### src/rtl/rx_link_fault_ctrl.sv
// rx_link_fault_ctrl
// Receive-side link fault controller for the 10G MAC (rx_clk domain, beside rx_mac).
// Watches XGMII receive columns for Local/Remote Fault ordered sets and tracks
// link fault state. From that state it gates the rx_mac receive enable at frame
// boundaries, asks the TX path for Remote Fault or Idle, and flags frames cut by
// a fault sequence.
//
// Ports
//   rx_clk            receive clock, one XGMII column per cycle
//   rx_rst            asynchronous active-high reset
//   in_xgmii_data     RXD, lane 0 in bits [7:0] (32-bit only)
//   in_xgmii_ctl      RXC, bit i flags lane i as control
//   out_link_fault    00 OK, 01 Local Fault, 10 Remote Fault
//   out_rx_enable     receive enable to rx_mac
//   out_tx_send_rf    TX path should send Remote Fault (we see Local Fault)
//   out_tx_send_idle  TX path should send Idle only (we see Remote Fault)
//   out_frame_abort   one-cycle pulse, frame in progress was cut by a fault column
//   out_fault_cnt     saturating count of OK -> fault transitions
//
// Link fault states
//   state   | meaning
//   LINK_OK | no fault declared; receive may be enabled at the next idle column
//   LINK_LF | Local Fault declared; receive disabled, TX sends Remote Fault
//   LINK_RF | Remote Fault declared; receive disabled, TX sends Idle
module rx_link_fault_ctrl #(
   parameter int XGMII_DATA_WIDTH = 32,
   parameter int XGMII_DATA_BYTES = 4,
   parameter int FAULT_SEQ_THRESH = 4,
   parameter int COL_WINDOW       = 128,
   parameter int CNT_WIDTH        = 16
) (
   input  logic                        rx_clk,
   input  logic                        rx_rst,
   input  logic [XGMII_DATA_WIDTH-1:0] in_xgmii_data,
   input  logic [XGMII_DATA_BYTES-1:0] in_xgmii_ctl,
   output logic [1:0]                  out_link_fault,
   output logic                        out_rx_enable,
   output logic                        out_tx_send_rf,
   output logic                        out_tx_send_idle,
   output logic                        out_frame_abort,
   output logic [CNT_WIDTH-1:0]        out_fault_cnt
);

   typedef enum logic [1:0] {
      LINK_OK = 2'b00,
      LINK_LF = 2'b01,
      LINK_RF = 2'b10
   } link_e;

   localparam int SEQ_W = $clog2(FAULT_SEQ_THRESH + 1);
   localparam int COL_W = $clog2(COL_WINDOW + 1);
   localparam logic [SEQ_W-1:0] SEQ_MAX = SEQ_W'(FAULT_SEQ_THRESH);
   localparam logic [COL_W-1:0] COL_MAX = COL_W'(COL_WINDOW);

   // column decode
   logic  col_fault;
   logic  col_start;
   logic  col_term;
   logic  col_idle;
   link_e col_type;

   // registered state
   link_e                link_q,      link_d;
   link_e                last_type_q, last_type_d;
   logic [SEQ_W-1:0]     seq_cnt_q,   seq_cnt_d;
   logic [COL_W-1:0]     col_cnt_q,   col_cnt_d;
   logic                 in_frame_q,  in_frame_d;
   logic                 abort_q,     abort_d;
   logic                 rx_en_q,     rx_en_d;
   logic [CNT_WIDTH-1:0] fault_cnt_q, fault_cnt_d;

   // Only sequence types 0x01 (LF) and 0x02 (RF) count; other 0x9C ordered
   // sets fall through as ordinary non-fault columns.
   always_comb begin
      col_fault = (in_xgmii_ctl == XGMII_DATA_BYTES'(1))
               && (in_xgmii_data[7:0]   == 8'h9C)
               && (in_xgmii_data[15:8]  == 8'h00)
               && (in_xgmii_data[23:16] == 8'h00)
               && ((in_xgmii_data[31:24] == 8'h01) || (in_xgmii_data[31:24] == 8'h02));
      col_type  = (in_xgmii_data[31:24] == 8'h02) ? LINK_RF : LINK_LF;
      col_start = in_xgmii_ctl[0] && (in_xgmii_data[7:0] == 8'hFB);
      col_idle  = (in_xgmii_ctl == '1) && (in_xgmii_data[7:0] != 8'hFB);
      col_term  = 1'b0;
      for (int i = 0; i < XGMII_DATA_BYTES; i++) begin
         if (in_xgmii_ctl[i] && (in_xgmii_data[8*i +: 8] == 8'hFD)) begin
            col_term = 1'b1;
         end
      end
   end

   always_ff @(posedge rx_clk or posedge rx_rst) begin
      if (rx_rst) begin
         link_q      <= LINK_OK;
         last_type_q <= LINK_LF;
         seq_cnt_q   <= '0;
         col_cnt_q   <= '0;
         in_frame_q  <= 1'b0;
         abort_q     <= 1'b0;
         rx_en_q     <= 1'b0;
         fault_cnt_q <= '0;
      end else begin
         link_q      <= link_d;
         last_type_q <= last_type_d;
         seq_cnt_q   <= seq_cnt_d;
         col_cnt_q   <= col_cnt_d;
         in_frame_q  <= in_frame_d;
         abort_q     <= abort_d;
         rx_en_q     <= rx_en_d;
         fault_cnt_q <= fault_cnt_d;
      end
   end

   always_comb begin
      link_d      = link_q;
      last_type_d = last_type_q;
      seq_cnt_d   = seq_cnt_q;
      col_cnt_d   = col_cnt_q;
      in_frame_d  = in_frame_q;
      abort_d     = 1'b0;
      rx_en_d     = rx_en_q;
      fault_cnt_d = fault_cnt_q;

      if (col_fault) begin
         // A fault column always wins over the window clear, even on the
         // column where the window would otherwise expire.
         col_cnt_d  = '0;
         in_frame_d = 1'b0;
         abort_d    = in_frame_q;
         if ((col_type == last_type_q) && (seq_cnt_q != '0)) begin
            if (seq_cnt_q != SEQ_MAX) begin
               seq_cnt_d = seq_cnt_q + SEQ_W'(1);
            end
         end else begin
            seq_cnt_d   = SEQ_W'(1);
            last_type_d = col_type;
         end
         // A type change while faulted restarts the count; the old fault
         // holds until the new type reaches threshold.
         if (seq_cnt_d == SEQ_MAX) begin
            link_d = col_type;
         end
      end else begin
         if (col_cnt_q != COL_MAX) begin
            col_cnt_d = col_cnt_q + COL_W'(1);
         end
         if (col_cnt_d == COL_MAX) begin
            seq_cnt_d = '0;
            link_d    = LINK_OK;
         end
         if (col_term) begin
            in_frame_d = 1'b0;
         end else if (col_start) begin
            in_frame_d = 1'b1;
         end
      end

      // Receive enable drops with the fault and only returns on an idle
      // column, so rx_mac never sees the tail of a frame.
      if (link_q == LINK_OK) begin
         if (link_d != LINK_OK) begin
            rx_en_d = 1'b0;
            if (fault_cnt_q != '1) begin
               fault_cnt_d = fault_cnt_q + CNT_WIDTH'(1);
            end
         end else if (col_idle) begin
            rx_en_d = 1'b1;
         end
      end
   end

   assign out_link_fault   = link_q;
   assign out_rx_enable    = rx_en_q;
   assign out_tx_send_rf   = (link_q == LINK_LF);
   assign out_tx_send_idle = (link_q == LINK_RF);
   assign out_frame_abort  = abort_q;
   assign out_fault_cnt    = fault_cnt_q;

endmodule

### config.mk
export PLATFORM = sky130hd
export DESIGN_NAME = rx_link_fault_ctrl
export DESIGN_NICKNAME = d
export VERILOG_FILES = /design/src/rtl/rx_link_fault_ctrl.sv
export SDC_FILE = /design/constraint.sdc
export NUM_CORES = 1
export LEC_CHECK = 0
export BUFFER_PORTS_ARGS = -buffer_cell sky130_fd_sc_hd__clkbuf_2
export CORE_MARGIN = 5
export CORE_UTILIZATION = 45
export DETAILED_ROUTE_END_ITERATION = 16
export PLACE_DENSITY = 0.76
export SETUP_SLACK_MARGIN = 0.5
export SKIP_LAST_GASP = 1
export SYNTH_ARGS = -nofsm -noshare
export SYNTH_HDL_FRONTEND = slang
export SYNTH_SLANG_ARGS = --single-unit
### constraint.sdc
create_clock -name rx_clk -period 3.5 [get_ports rx_clk]
set_input_delay 0.35 -clock rx_clk [delete_from_list [all_inputs] [get_ports rx_clk]]
set_output_delay 0.35 -clock rx_clk [all_outputs]
set_load 0.01 [all_outputs]
==> impl_metrics.csv <==
group,metric,value,unit
pwr,pwr-share-clk,41.2,%
timing,finalSetupTns,0,ns
pwr,seq_power_share,52.5,%
clock_tree,clock_path_buffers,2,
layout,multi_input_area,1069,sq um
synthesis,synth.area.mux_share,1.073,%
pwr,peakVddDrop,0.1276,mV
run,cap_violations,0,
clock_tree,insertion_delay,0.29,ns
clock_tree,cts_max_level,2,
placement,io_buffer_count,59,
timing,slew_viol_final,0,
clock_tree,cts-buffers-inserted,5,
pwr,switchingPower,0.1789,mW
route,drt_first_pass_iters,4,
worst_setup_path,worstPathArrival,2.73,ns
floorplanning,dieArea,5835,sq um
worst_setup_path,crit_path_end_kind,"flip-flop",
clock_tree,root_buffer,"clkbuf_8",
synthesis,synth_simple_gate_area_share,33.31,%
timing,setup_viol,0,
timing,min_period_over_period,72.76,%
global_routing,grt_max_degree,35,
placement,dp_hpwl,3.530,mm
clock_tree,cts_setup_buffers,0,
worst_setup_path,cp_max_fo,12,
route,drt-total-wl,4.504,mm
pwr,power.density,310.4,nW/um^2
timing,rsz0062_at_grt,"no",
clock_tree,clkTransAtPathRegs,0.07,ns
layout,diodes,0,
clock_tree,ctsHoldBuffers,0,
timing,fin_skew,0.002697,ns
pwr,p_comb_share,6.3,%
route,viasPerCell,5.416,
synthesis,synth_warnings,0,
floorplanning,initial_core_util,45.86,%
floorplanning,io_pins,60,
route,final_antenna_net_count,0,
clock_tree,cts-resized-gates,0,
timing,hold_viol_final,0,
synthesis,syn-cell-area,1983,sq um
layout,n_fill_cell,408,
worst_setup_path,critical_path_class,"reg -> reg",
floorplanning,die_w,76.39,um
worst_setup_path,required,3.68,ns
clock_tree,cts.sinks,34,
timing,max_freq,0.3927,GHz
floorplanning,die_h,76.39,um
route,wl_per_cell,13.69,um
timing,relSlewSlack,62.69,%
synthesis,synth_edf_count,0,
global_routing,antenna_found_initial,0,
placement,gp_congestion,0.8251,
outcome,status,"completed",
synthesis,synth_compound_area_share,6.183,%
floorplanning,rows,24,
global_routing,grt_pass1_wl,7.962,mm
floorplanning,core-area,4324,sq um
synthesis,synthFlopType,"dfrtp_1",
synthesis,async_reset_ff_share,100.0,%
synthesis,synth_xor_xnor_area_share,10.16,%
layout,regArea,852.1,sq um
synthesis,yosysSeqAreaShare,42.97,%
route,drc,0,
global_routing,overflow,0,
pwr,power.leakage,1.174,nW
route,vias,1782,
pwr,power.internal,0.5739,mW
layout,fin_nets,319,
timing,hold_ws,0.1297,ns
worst_setup_path,startpoint_type,"flip-flop",
global_routing,gr-usage-all-layers,16.41,%
layout,area_growth,22.27,%
timing,period_needed,2.547,ns
synthesis,ys_types,44,
synthesis,syn_inst,214,
synthesis,postSynthAreaPerCell,9.267,sq um
hold_path,hp-class,"in -> async",
synthesis,ys_seq_elements,34,
synthesis,synth_top_family_by_area,"simple AND/OR/NAND/NOR gates",
synthesis,synth-adder-area-share,3.155,%
pwr,sw_frac_of_total,23.76,%
timing,worstMarginPinSlew,0.5596,ns
layout,drive_gt1_share,27.44,%
clock_tree,cts_tree,"yes",
synthesis,synth_nets,257,
route,drt_iter0_markers,79,
global_routing,first_global_vias,1831,
==> logic make-up (layout without fill, tap and decap cells) <==
family | after synthesis | in the layout
simple gates | 117 | 117
buf+inv | 15 | 78
compound gates | 18 | 18
xor+xnor | 23 | 23
flops | 34 | 34
fa+ha+maj | 5 | 5
mux | 2 | 2
==> power by group through the flow <==
stage	Clock (mW)	Sequential [mW]	Combinational, mW
CTS	0.318	0.395	0.0482
finish	0.310	0.395	0.0474
global placement	0	0.403	0.0472
global route	0.332	0.395	0.0541
floorplan	0	0.403	0.0162
detailed placement	0	0.403	0.0481
==> worst paths after layout <==
check | start | to | slack (ns) | cells after the start
worst min register to register | out_fault_cnt[15] | out_fault_cnt[15] | 0.48 | 1
worst max-delay path | seq_cnt_q[0] | out_fault_cnt[9] | 0.95 | 8
worst max register to register | seq_cnt_q[0] | out_fault_cnt[9] | 0.95 | 8
worst min-delay path | rx_rst | out_fault_cnt[10] | 0.13 | 3
max in group asynchronous | rx_rst | last_type_q[0] | 3.04 | 3
min in group rx_clk | in_xgmii_ctl[0] | in_frame_q | 0.38 | 3
==> cell usage in the layout (no fill, tap or decap), types with 6 or more instances in the layout <==
cell / n
clkbuf_2: 59
nor4_1: 10
clkbuf_8: 6
xor2_1: 6
nand3_1: 13
inv_1: 9
dfrtp_1: 33
nor3_1: 7
nor2_1: 19
xnor2_1: 17
nand4_1: 13
nand2_1: 24
==> synthesized netlist by cell type (2+ instances only) <==
cell type | instances | share of area (%)
dfrtp_1 | 33 | 42
nand2_1 | 24 | 4.5
nor2_1 | 19 | 3.6
xnor2_1 | 17 | 7.5
nand3_1 | 13 | 3.3
nand4_1 | 13 | 4.1
nor4_1 | 10 | 3.2
inv_1 | 9 | 1.7
nor3_1 | 7 | 1.8
xor2_1 | 6 | 2.6
and3_1 | 5 | 1.6
ha_1 | 5 | 3.2
nor2b_1 | 5 | 1.6
a21oi_1 | 4 | 1.0
nand2b_1 | 4 | 1.3
o21ai_0 | 4 | 1.0
clkbuf_1 | 3 | 0.57
a22o_1 | 2 | 0.88
and2_1 | 2 | 0.63
buf_2 | 2 | 0.50
nor3b_1 | 2 | 0.76
o22ai_1 | 2 | 0.63
or2_2 | 2 | 0.63
==> layer usage <==
| metal | global-route usage [%] | wire [um] |
|---|---|---|
| met4 | 5.594 | 55 |
| met3 | 4.728 | 344 |
| met2 | 26.97 | 2106 |
| met5 | 0 | 0 |
| met1 | 20.56 | 1998 |
==> flip-flops by register name (all words and copies together), names as in the netlist <==
signal	count
in_frame_q	1
out_link_fault	2
out_fault_cnt	16
last_type_q	2
col_cnt_q	8
seq_cnt_q	3
out_frame_abort	1
out_rx_enable	1
==> area by class of cell <==
type	count	area share, %
well taps	52	2.683
clock buffers	6	3.406
multi-input cells	165	44.07
clock inverters	2	0.5160
flip-flops and latches	34	35.14
repair buffers	61	12.80
inverters	9	1.393
==> worst max-delay path, stage by stage, from the launching register on <==
cell and delay [ns]:
dfrtp_1 0.42, inv_1 0.11, ha_1 0.28, or4bb_1 0.44, o41ai_1 0.07, o21ai_0 0.22, and4b_1 0.56, nand4_1 0.18
xnor2_1 0.16
==> per-stage QoR <==
step           util [%]  cell area, sq um  total power [mW]  worst slack, ns  instances
6_report          56.08              2425            0.7527           0.9534        329
5_1_grt           56.08              2425            0.7818           0.7713        329
4_1_cts           56.08              2425            0.7614           0.9625        329
3_5_place_dp      53.88              2330            0.4509           0.9831        321
3_3_place_gp      53.88              2330            0.4499            1.040        321
2_1_floorplan         -              1983            0.4189            1.341        214
No activity file was read; power rests on OpenSTA's default activity.
